`src/rtl/fma_pkg.sv`:
```
// Shared widths, operand layout, FSM states and field helpers for the FMA operand-prep front end.
package fma_pkg;

    localparam int unsigned EXP_W  = 8;
    localparam int unsigned MAN_W  = 23;
    localparam int unsigned BIAS   = 127;
    localparam int unsigned SIG_W  = MAN_W + 1;
    localparam int unsigned PROD_W = 2 * SIG_W;
    localparam int unsigned XP_W   = EXP_W + 2;
    localparam int unsigned CNT_W  = $clog2(SIG_W);

    // Exponent reported for a zero product; below every real product exponent
    localparam logic [XP_W-1:0] EXP_MIN = {1'b1, {(XP_W-1){1'b0}}};

    typedef struct packed {
        logic             sign;
        logic [EXP_W-1:0] exp;
        logic [MAN_W-1:0] frac;
    } fp_t;

    typedef enum logic [1:0] {IDLE, MUL, NORM, DONE} state_t;

    // Denormals flush to zero, so a zero exponent field gives a zero significand
    function automatic logic [SIG_W-1:0] unpack_sig(input logic [EXP_W-1:0] e,
                                                    input logic [MAN_W-1:0] f);
        return (e == '0) ? '0 : {1'b1, f};
    endfunction

    function automatic logic is_inf(input logic [EXP_W-1:0] e, input logic [MAN_W-1:0] f);
        return (&e) && (f == '0);
    endfunction

    function automatic logic is_nan(input logic [EXP_W-1:0] e, input logic [MAN_W-1:0] f);
        return (&e) && (f != '0);
    endfunction

endpackage

```
`src/rtl/fma_operand_prep_if.sv`:
```
// Operand/result handshake bundle for fma_operand_prep.
// nanOut/infOut exist only when FMA_SPECIAL_DETECT_EN is defined.
interface fma_operand_prep_if;
    import fma_pkg::*;

    logic              inValid;
    logic              inReady;
    fp_t               aIn;
    fp_t               bIn;
    fp_t               cIn;
    fp_t               dIn;
    logic              opIn;
    logic              outValid;
    logic              outReady;
    logic              abSign;
    logic              cdSign;
    logic              expComp;
    logic              signIfComp;
    logic              op;
    logic [XP_W-1:0]   expAB;
    logic [XP_W-1:0]   expCD;
    logic [PROD_W-1:0] manAB;
    logic [PROD_W-1:0] manCD;
`ifdef FMA_SPECIAL_DETECT_EN
    logic              nanOut;
    logic              infOut;
`endif

    modport master (
        output inValid, aIn, bIn, cIn, dIn, opIn, outReady,
        input  inReady, outValid, abSign, cdSign, expComp, signIfComp, op,
               expAB, expCD, manAB, manCD
`ifdef FMA_SPECIAL_DETECT_EN
        , input nanOut, infOut
`endif
    );

    modport slave (
        input  inValid, aIn, bIn, cIn, dIn, opIn, outReady,
        output inReady, outValid, abSign, cdSign, expComp, signIfComp, op,
               expAB, expCD, manAB, manCD
`ifdef FMA_SPECIAL_DETECT_EN
        , output nanOut, infOut
`endif
    );

endinterface

```
`src/rtl/fma_seq_mult.sv`:
```
// Sequential shift-add significand multiplier: loads on i_start, one partial product per cycle,
// o_done rises after SIG_W steps and holds with o_prod until the next start.
module fma_seq_mult
    import fma_pkg::*;
(
    input  logic              clk,
    input  logic              rstN,
    input  logic              i_start,
    input  logic [SIG_W-1:0]  i_x,
    input  logic [SIG_W-1:0]  i_y,
    output logic [PROD_W-1:0] o_prod,
    output logic              o_done
);

    logic [PROD_W-1:0] r_mcand;
    logic [PROD_W-1:0] r_acc;
    logic [SIG_W-1:0]  r_mplier;
    logic [CNT_W-1:0]  r_cnt;
    logic              r_busy;
    logic              r_done;

    always_ff @(posedge clk or negedge rstN) begin
        if (!rstN) begin
            r_mcand  <= '0;
            r_acc    <= '0;
            r_mplier <= '0;
            r_cnt    <= '0;
            r_busy   <= 1'b0;
            r_done   <= 1'b0;
        end else if (i_start) begin
            r_mcand  <= PROD_W'(i_x);
            r_mplier <= i_y;
            r_acc    <= '0;
            r_cnt    <= '0;
            r_busy   <= 1'b1;
            r_done   <= 1'b0;
        end else if (r_busy) begin
            if (r_mplier[0]) begin
                r_acc <= r_acc + r_mcand;
            end
            r_mcand  <= r_mcand << 1;
            r_mplier <= r_mplier >> 1;
            r_cnt    <= r_cnt + CNT_W'(1);
            if (r_cnt == CNT_W'(MAN_W)) begin
                r_busy <= 1'b0;
                r_done <= 1'b1;
            end
        end
    end

    assign o_prod = r_acc;
    assign o_done = r_done;

endmodule

```
`src/rtl/fma_operand_prep.sv`:
```
// FMA front end: exact normalized a*b and c*d magnitudes plus the sign/compare flags for the sign stage.
// Define FMA_SPECIAL_DETECT_EN to add nanOut/infOut special-value detection.
module fma_operand_prep
    import fma_pkg::*;
(
    input  logic               clk,
    input  logic               rstN,
    fma_operand_prep_if.slave  bus
);

    state_t                  r_state;
    logic                    r_in_ready, r_out_valid;
    logic                    r_cap_ab_sign, r_cap_cd_sign, r_cap_op;
    logic signed [XP_W-1:0]  r_esum_ab, r_esum_cd;
    logic                    r_ab_sign, r_cd_sign, r_exp_comp, r_sign_if_comp, r_op;
    logic [XP_W-1:0]         r_exp_ab, r_exp_cd;
    logic [PROD_W-1:0]       r_man_ab, r_man_cd;

    logic                    w_accept, w_done, w_done_ab, w_done_cd;
    logic [SIG_W-1:0]        w_sig_a, w_sig_b, w_sig_c, w_sig_d;
    logic [PROD_W-1:0]       w_prod_ab, w_prod_cd, w_man_ab, w_man_cd;
    logic signed [XP_W-1:0]  w_esum_ab, w_esum_cd, w_exp_ab, w_exp_cd;
    logic                    w_norm_ab, w_norm_cd;

    assign w_accept = (r_state == IDLE) && bus.inValid;
    assign w_done   = w_done_ab & w_done_cd;

    assign w_sig_a = unpack_sig(bus.aIn.exp, bus.aIn.frac);
    assign w_sig_b = unpack_sig(bus.bIn.exp, bus.bIn.frac);
    assign w_sig_c = unpack_sig(bus.cIn.exp, bus.cIn.frac);
    assign w_sig_d = unpack_sig(bus.dIn.exp, bus.dIn.frac);

    // Unbiased product exponent before normalization: (eX - BIAS) + (eY - BIAS)
    assign w_esum_ab = XP_W'(bus.aIn.exp) + XP_W'(bus.bIn.exp) - XP_W'(2 * BIAS);
    assign w_esum_cd = XP_W'(bus.cIn.exp) + XP_W'(bus.dIn.exp) - XP_W'(2 * BIAS);

    fma_seq_mult u_mult_ab (
        .clk     (clk),
        .rstN    (rstN),
        .i_start (w_accept),
        .i_x     (w_sig_a),
        .i_y     (w_sig_b),
        .o_prod  (w_prod_ab),
        .o_done  (w_done_ab)
    );

    fma_seq_mult u_mult_cd (
        .clk     (clk),
        .rstN    (rstN),
        .i_start (w_accept),
        .i_x     (w_sig_c),
        .i_y     (w_sig_d),
        .o_prod  (w_prod_cd),
        .o_done  (w_done_cd)
    );

    // Product of two [1,2) significands lies in [1,4): either keep it or shift by one
    assign w_norm_ab = w_prod_ab[PROD_W-1];
    assign w_norm_cd = w_prod_cd[PROD_W-1];
    assign w_man_ab  = w_norm_ab ? w_prod_ab : {w_prod_ab[PROD_W-2:0], 1'b0};
    assign w_man_cd  = w_norm_cd ? w_prod_cd : {w_prod_cd[PROD_W-2:0], 1'b0};
    assign w_exp_ab  = (w_prod_ab == '0) ? EXP_MIN : r_esum_ab + XP_W'(w_norm_ab);
    assign w_exp_cd  = (w_prod_cd == '0) ? EXP_MIN : r_esum_cd + XP_W'(w_norm_cd);

`ifdef FMA_SPECIAL_DETECT_EN
    logic r_sp_nan, r_sp_ab_inf, r_sp_cd_inf, r_nan, r_inf;
    logic w_any_nan, w_ab_inf, w_cd_inf, w_inf_zero, w_nan_fin;

    assign w_any_nan  = is_nan(bus.aIn.exp, bus.aIn.frac) | is_nan(bus.bIn.exp, bus.bIn.frac)
                      | is_nan(bus.cIn.exp, bus.cIn.frac) | is_nan(bus.dIn.exp, bus.dIn.frac);
    assign w_ab_inf   = is_inf(bus.aIn.exp, bus.aIn.frac) | is_inf(bus.bIn.exp, bus.bIn.frac);
    assign w_cd_inf   = is_inf(bus.cIn.exp, bus.cIn.frac) | is_inf(bus.dIn.exp, bus.dIn.frac);
    assign w_inf_zero = (w_ab_inf && ((w_sig_a == '0) || (w_sig_b == '0)))
                      | (w_cd_inf && ((w_sig_c == '0) || (w_sig_d == '0)));
    // inf - inf when the effective sign of the cd term differs from ab
    assign w_nan_fin  = r_sp_nan | (r_sp_ab_inf & r_sp_cd_inf & (r_cap_ab_sign ^ r_cap_cd_sign ^ ~r_cap_op));

    assign bus.nanOut = r_nan;
    assign bus.infOut = r_inf;
`endif

    always_ff @(posedge clk or negedge rstN) begin
        if (!rstN) begin
            r_state        <= IDLE;
            r_in_ready     <= 1'b1;
            r_out_valid    <= 1'b0;
            r_cap_ab_sign  <= 1'b0;
            r_cap_cd_sign  <= 1'b0;
            r_cap_op       <= 1'b0;
            r_esum_ab      <= '0;
            r_esum_cd      <= '0;
            r_ab_sign      <= 1'b0;
            r_cd_sign      <= 1'b0;
            r_exp_comp     <= 1'b0;
            r_sign_if_comp <= 1'b0;
            r_op           <= 1'b0;
            r_exp_ab       <= '0;
            r_exp_cd       <= '0;
            r_man_ab       <= '0;
            r_man_cd       <= '0;
`ifdef FMA_SPECIAL_DETECT_EN
            r_sp_nan       <= 1'b0;
            r_sp_ab_inf    <= 1'b0;
            r_sp_cd_inf    <= 1'b0;
            r_nan          <= 1'b0;
            r_inf          <= 1'b0;
`endif
        end else begin
            case (r_state)
                IDLE: if (w_accept) begin
                    r_cap_ab_sign <= bus.aIn.sign ^ bus.bIn.sign;
                    r_cap_cd_sign <= bus.cIn.sign ^ bus.dIn.sign;
                    r_cap_op      <= bus.opIn;
                    r_esum_ab     <= w_esum_ab;
                    r_esum_cd     <= w_esum_cd;
`ifdef FMA_SPECIAL_DETECT_EN
                    r_sp_nan      <= w_any_nan | w_inf_zero;
                    r_sp_ab_inf   <= w_ab_inf;
                    r_sp_cd_inf   <= w_cd_inf;
`endif
                    r_in_ready    <= 1'b0;
                    r_state       <= MUL;
                end
                MUL: if (w_done) begin
                    r_state <= NORM;
                end
                NORM: begin
                    r_ab_sign      <= r_cap_ab_sign;
                    r_cd_sign      <= r_cap_cd_sign;
                    r_op           <= r_cap_op;
                    r_exp_ab       <= w_exp_ab;
                    r_exp_cd       <= w_exp_cd;
                    r_man_ab       <= w_man_ab;
                    r_man_cd       <= w_man_cd;
                    r_exp_comp     <= (w_exp_ab > w_exp_cd);
                    r_sign_if_comp <= (w_exp_ab == w_exp_cd) && (w_man_ab > w_man_cd);
`ifdef FMA_SPECIAL_DETECT_EN
                    r_nan          <= w_nan_fin;
                    r_inf          <= (r_sp_ab_inf | r_sp_cd_inf) & ~w_nan_fin;
`endif
                    r_out_valid    <= 1'b1;
                    r_state        <= DONE;
                end
                DONE: if (bus.outReady) begin
                    r_out_valid <= 1'b0;
                    r_in_ready  <= 1'b1;
                    r_state     <= IDLE;
                end
                default: r_state <= IDLE;
            endcase
        end
    end

    assign bus.inReady    = r_in_ready;
    assign bus.outValid   = r_out_valid;
    assign bus.abSign     = r_ab_sign;
    assign bus.cdSign     = r_cd_sign;
    assign bus.expComp    = r_exp_comp;
    assign bus.signIfComp = r_sign_if_comp;
    assign bus.op         = r_op;
    assign bus.expAB      = r_exp_ab;
    assign bus.expCD      = r_exp_cd;
    assign bus.manAB      = r_man_ab;
    assign bus.manCD      = r_man_cd;

endmodule
```
`src/flat_wrapper.sv`:
```
// flat-port wrapper written by rule: the top's interface ports become plain ports
module fma_operand_prep_flat import fma_pkg::*;
  (clk, rstN, bus_inValid, bus_aIn, bus_bIn, bus_cIn, bus_dIn, bus_opIn, bus_outReady, bus_inReady, bus_outValid, bus_abSign, bus_cdSign, bus_expComp, bus_signIfComp, bus_op, bus_expAB, bus_expCD, bus_manAB, bus_manCD);
  fma_operand_prep_if bus_i ();
  input  logic clk;
  input  logic rstN;
  input wire logic [$bits(bus_i.inValid)-1:0] bus_inValid;
  input wire logic [$bits(bus_i.aIn)-1:0] bus_aIn;
  input wire logic [$bits(bus_i.bIn)-1:0] bus_bIn;
  input wire logic [$bits(bus_i.cIn)-1:0] bus_cIn;
  input wire logic [$bits(bus_i.dIn)-1:0] bus_dIn;
  input wire logic [$bits(bus_i.opIn)-1:0] bus_opIn;
  input wire logic [$bits(bus_i.outReady)-1:0] bus_outReady;
  output wire logic [$bits(bus_i.inReady)-1:0] bus_inReady;
  output wire logic [$bits(bus_i.outValid)-1:0] bus_outValid;
  output wire logic [$bits(bus_i.abSign)-1:0] bus_abSign;
  output wire logic [$bits(bus_i.cdSign)-1:0] bus_cdSign;
  output wire logic [$bits(bus_i.expComp)-1:0] bus_expComp;
  output wire logic [$bits(bus_i.signIfComp)-1:0] bus_signIfComp;
  output wire logic [$bits(bus_i.op)-1:0] bus_op;
  output wire logic [$bits(bus_i.expAB)-1:0] bus_expAB;
  output wire logic [$bits(bus_i.expCD)-1:0] bus_expCD;
  output wire logic [$bits(bus_i.manAB)-1:0] bus_manAB;
  output wire logic [$bits(bus_i.manCD)-1:0] bus_manCD;
  assign bus_i.inValid = bus_inValid;
  assign bus_i.aIn = bus_aIn;
  assign bus_i.bIn = bus_bIn;
  assign bus_i.cIn = bus_cIn;
  assign bus_i.dIn = bus_dIn;
  assign bus_i.opIn = bus_opIn;
  assign bus_i.outReady = bus_outReady;
  assign bus_inReady = bus_i.inReady;
  assign bus_outValid = bus_i.outValid;
  assign bus_abSign = bus_i.abSign;
  assign bus_cdSign = bus_i.cdSign;
  assign bus_expComp = bus_i.expComp;
  assign bus_signIfComp = bus_i.signIfComp;
  assign bus_op = bus_i.op;
  assign bus_expAB = bus_i.expAB;
  assign bus_expCD = bus_i.expCD;
  assign bus_manAB = bus_i.manAB;
  assign bus_manCD = bus_i.manCD;
  fma_operand_prep u_core (.clk(clk), .rstN(rstN), .bus(bus_i));
endmodule
```
`config.mk`:
```
export PLATFORM = sky130hd
export DESIGN_NAME = fma_operand_prep_flat
export DESIGN_NICKNAME = d
export VERILOG_FILES = /design/src/rtl/fma_pkg.sv /design/src/rtl/fma_operand_prep_if.sv /design/src/rtl/fma_seq_mult.sv /design/src/rtl/fma_operand_prep.sv /design/src/flat_wrapper.sv
export SDC_FILE = /design/constraint.sdc
export NUM_CORES = 1
export LEC_CHECK = 0
export ABC_AREA = 1
export CORE_MARGIN = 2
export CORE_UTILIZATION = 40
export DETAILED_ROUTE_END_ITERATION = 10
export DONT_BUFFER_PORTS = 1
export PLACE_DENSITY = 0.61
export RECOVER_POWER = 25
export SYNTH_ARGS = -nofsm -noshare
export SYNTH_HDL_FRONTEND = slang
export SYNTH_HIERARCHICAL = 1
export SYNTH_SLANG_ARGS = --single-unit
```
`constraint.sdc`:
```
create_clock -name clk -period 3.3 [get_ports clk]
set_clock_uncertainty 0.15 [all_clocks]
set_input_delay 0.33 -clock clk [delete_from_list [all_inputs] [get_ports clk]]
set_output_delay 0.33 -clock clk [all_outputs]
set_load 0.05 [all_outputs]
```
==> flow_summary.yaml <==
yosys:
  synthArstFlopShare_pct: 100
  netlist_instances: 4336
  yosys_warnings: 6
  yosysMostFrequentCell: "nand2_1"
  synth-main-ff-cell: "dfrtp_1"
  ys_seq_area_share_pct: 35.0
  yosysTopAreaCell: "dfrtp_1"
  syn_area_mm2: 0.0288
  synth_common_cells: "1,581 x nand2_1, 695 x inv_1, 401 x dfrtp_1"
  synth_nets: 4668
  synth_edf_count: 0
  yosys.area.top_type_share_pct: 34.9
  syn_avg_cell_area_um2: 6.64
  yosysUniqueCellTypes: 45
  ys_seq_elements: 402
  synth_top_cells_by_area: "dfrtp_1 35%, nand2_1 21%, inv_1 9.1%"
critical_path:
  path_cells: "nor2_2, nand2_1, nor2_1, nand2_1, nor2_1, nand2_2, nand3_1, inv_1, ha_1, nand2_1, inv_1, nand4_1, nor2_1, o21ai_0, inv_1, nand2_1, nand2_1"
  required_ns: 3.68
  end_kind: "register"
  path_common_cell: "nand2_1"
  cp-startpoint: "u_core/u_mult_cd/o_prod[47]"
  rrSetupSlack_ns: 0.26
  rr_startpoint: "u_core/u_mult_cd/o_prod[47]"
  worstSetupPathType: "register to register"
  cp.arrival_ns: 3.42
  cpMaxStageDelayCell: "dfrtp_2"
  critPathLaunchType: "register"
  slowest_delay_ns: 0.51
  cp_max_fo: 16
timing:
  setup_viol: 0
  period_minus_slack_ns: 3.04
  hold_violations: 402
  final.setup.tns_ns: 0
  drv_slew: 0
  rsz0062_at_grt: "no"
  holdWs_ns: -0.674
  fmax_ghz: 0.329
  tightest_slew_ns: 1.30
  period_share_pct: 92.2
  slew_headroom_pct: 13.6
clocking:
  cts-root-buf: "clkbuf_16"
  postCtsSetupBuffers: 0
  cts_tree: "done"
  cts_buffer_depth: 3
  cts_hold_buffers: 113
  cts_made_buffers: 48
  clkSinkCount: 402
  clk_latency_ns: 0.60
  path_clk_slew_ns: 0.06
  h-tree-depth: 2
  cts_resized: 0
route:
  first_pass_iters: 6
  drt_iter0_drc: 2483
  via_count: 27464
  postRouteAntennaNets: 0
  routed_wl_um: 95600
  avgRoutedWirePerCell_um: 17.7
  drc: 0
  avgViaCountPerCell: 5.07
layout:
  fillerInstances: 7293
  final_net_count: 4757
  multi_input_area_mm2: 0.0155
  regArea_mm2: 0.0101
  n_antenna_cell: 0
  drive_gt1_share_pct: 6.63
  syn_to_final_growth_pct: 13.4
grt:
  grt_pass1_wl_um: 148000
  grt_max_degree: 403
  grtUsageTotal_pct: 25.4
  antenna_found_initial: 1
  overflow: 0
  grt_pass1_vias: 25448
place:
  io_buffers: 0
  routabilityCongestion: 0.958
  hpwlAfterDp_um: 73100
power_and_ir_drop:
  p_total_mw: 33.8
  irDropWorstVdd_uv: 577
  power.leakage_nw: 17.7
  power_density_mw_per_mm2: 1040
outcome:
  violations: "negative hold slack"
  status: "finished, violations left"
die:
  fp.dieH_um: 272
  core_mm2: 0.0714
  boundaryPins: 256
  row_count: 98
  start_util_pct: 40.3
  fp.dieW_um: 272
  dieArea_mm2: 0.0741
worst_hold_path:
  hold_class: "primary input to asynchronous set/reset pin"
flow_run:
  maxCapViolations: 0
==> per-layer routing <==
layer | vias to the layer above | global-route usage, % | wire length, um
met2 | 915 | 39.5 | 42100
met5 | - | 0 | 0
met1 | 12627 | 36.1 | 43300
li1 | 13789 | - | -
met4 | 0 | 6.62 | 2420
met3 | 133 | 4.88 | 7810
==> path summary, 6_finish.rpt <==
kind                                                 to  depth (start not counted)
min reg2reg                             u_core/r_cap_op                          2
max in group asynchronous   u_core/u_mult_ab/o_prod[30]                          0
max reg2reg                       u_core/bus.signIfComp                         17
min in group clk           u_core/u_mult_ab/r_mcand[23]                          4
min                                 u_core/bus.expAB[3]                          0
max                               u_core/bus.signIfComp                         17
==> kinds of logic (layout without fill, tap and decap cells) <==
group                    count (synthesis)  in the layout  share of synthesized area, %
XOR/XNOR                                15             15                         0.456
adder cells (fa/ha/maj)                199            199                          8.81
flip-flops                             402            402                          35.0
AND/OR/NAND/NOR                       2350           2350                          34.1
multiplexers                            15             15                         0.522
AO/OA/AOI/OAI                          512            512                          9.89
buffers and inverters                  843            970                          11.3
==> critical path, delay by kind of cell (launching register included) <==
family	cells	cell delay (ns)
AND/OR/NAND/NOR	12	1.72
flip-flops	1	0.51
adder cells (fa/ha/maj)	1	0.33
buffers and inverters	3	0.19
AO/OA/AOI/OAI	1	0.09
==> where the power goes <==
| group | internal [mW] | switching, mW | leakage, nW |
|---|---|---|---|
| clock network | 3.26 | 2.27 | 0.789 |
| logic | 5.57 | 11.5 | 11.7 |
| registers | 6.93 | 4.30 | 5.15 |
| total | 15.8 | 18.1 | 17.7 |
==> metrics by stage <==
stage / setup slack, ns / area (um^2) / util, % / std cells
floorplan: 0.796 / 28800 / - / 4336
global placement: 0.357 / 29900 / 41.9 / 5212
detailed placement: 0.377 / 29900 / 41.9 / 5212
CTS: 0.360 / 32600 / 45.7 / 5413
global route: 0.0796 / 32600 / 45.7 / 5413
finish: 0.259 / 32600 / 45.7 / 5413
==> cell type report <==
cell class                      instances  area share (%)
Clock buffer                           63            4.10
Timing Repair Buffer                  162            4.75
Sequential cell                       402            30.8
Tap cell                              950            3.64
Multi-Input combinational cell       3091            47.5
Clock inverter                         25           0.863
Inverter                              720            8.31
==> cells in the final DEF (no fill, tap or decap), types with 11 or more instances in the layout <==
| cell | n |
|---|---|
| a31oi_1 | 11 |
| nand2_2 | 41 |
| clkbuf_16 | 49 |
| ha_1 | 192 |
| o21ai_0 | 211 |
| dfrtp_1 | 399 |
| nor2_2 | 58 |
| o22ai_1 | 42 |
| nand3_1 | 218 |
| nor3_1 | 16 |
| nand2_1 | 1581 |
| a21oi_1 | 161 |
| nor4_1 | 25 |
| inv_2 | 18 |
| dlygate4sd3_1 | 113 |
| o221ai_1 | 15 |
| nand4_1 | 52 |
| nor2_1 | 308 |
| buf_4 | 45 |
| o21ai_1 | 16 |
| nand3_2 | 12 |
| o211ai_1 | 13 |
| inv_1 | 695 |
| nor2_4 | 16 |
| mux2i_1 | 15 |
==> flip-flops by register name, summed over array words and instances, names as in the netlist, 2 cells and up <==
register,flops
u_core/r_esum_ab,10
u_core/u_mult_ab/r_mplier,24
u_core/r_esum_cd,10
u_core/bus.expAB,10
u_core/u_mult_ab/r_cnt,5
u_core/u_mult_ab/o_prod,48
u_core/u_mult_cd/r_mcand,48
u_core/r_state,2
u_core/bus.manAB,48
u_core/u_mult_ab/r_mcand,48
u_core/u_mult_cd/r_mplier,24
u_core/u_mult_cd/r_cnt,5
u_core/bus.expCD,10
u_core/bus.manCD,48
u_core/u_mult_cd/o_prod,48
No activity file was read; power rests on OpenSTA's default activity.
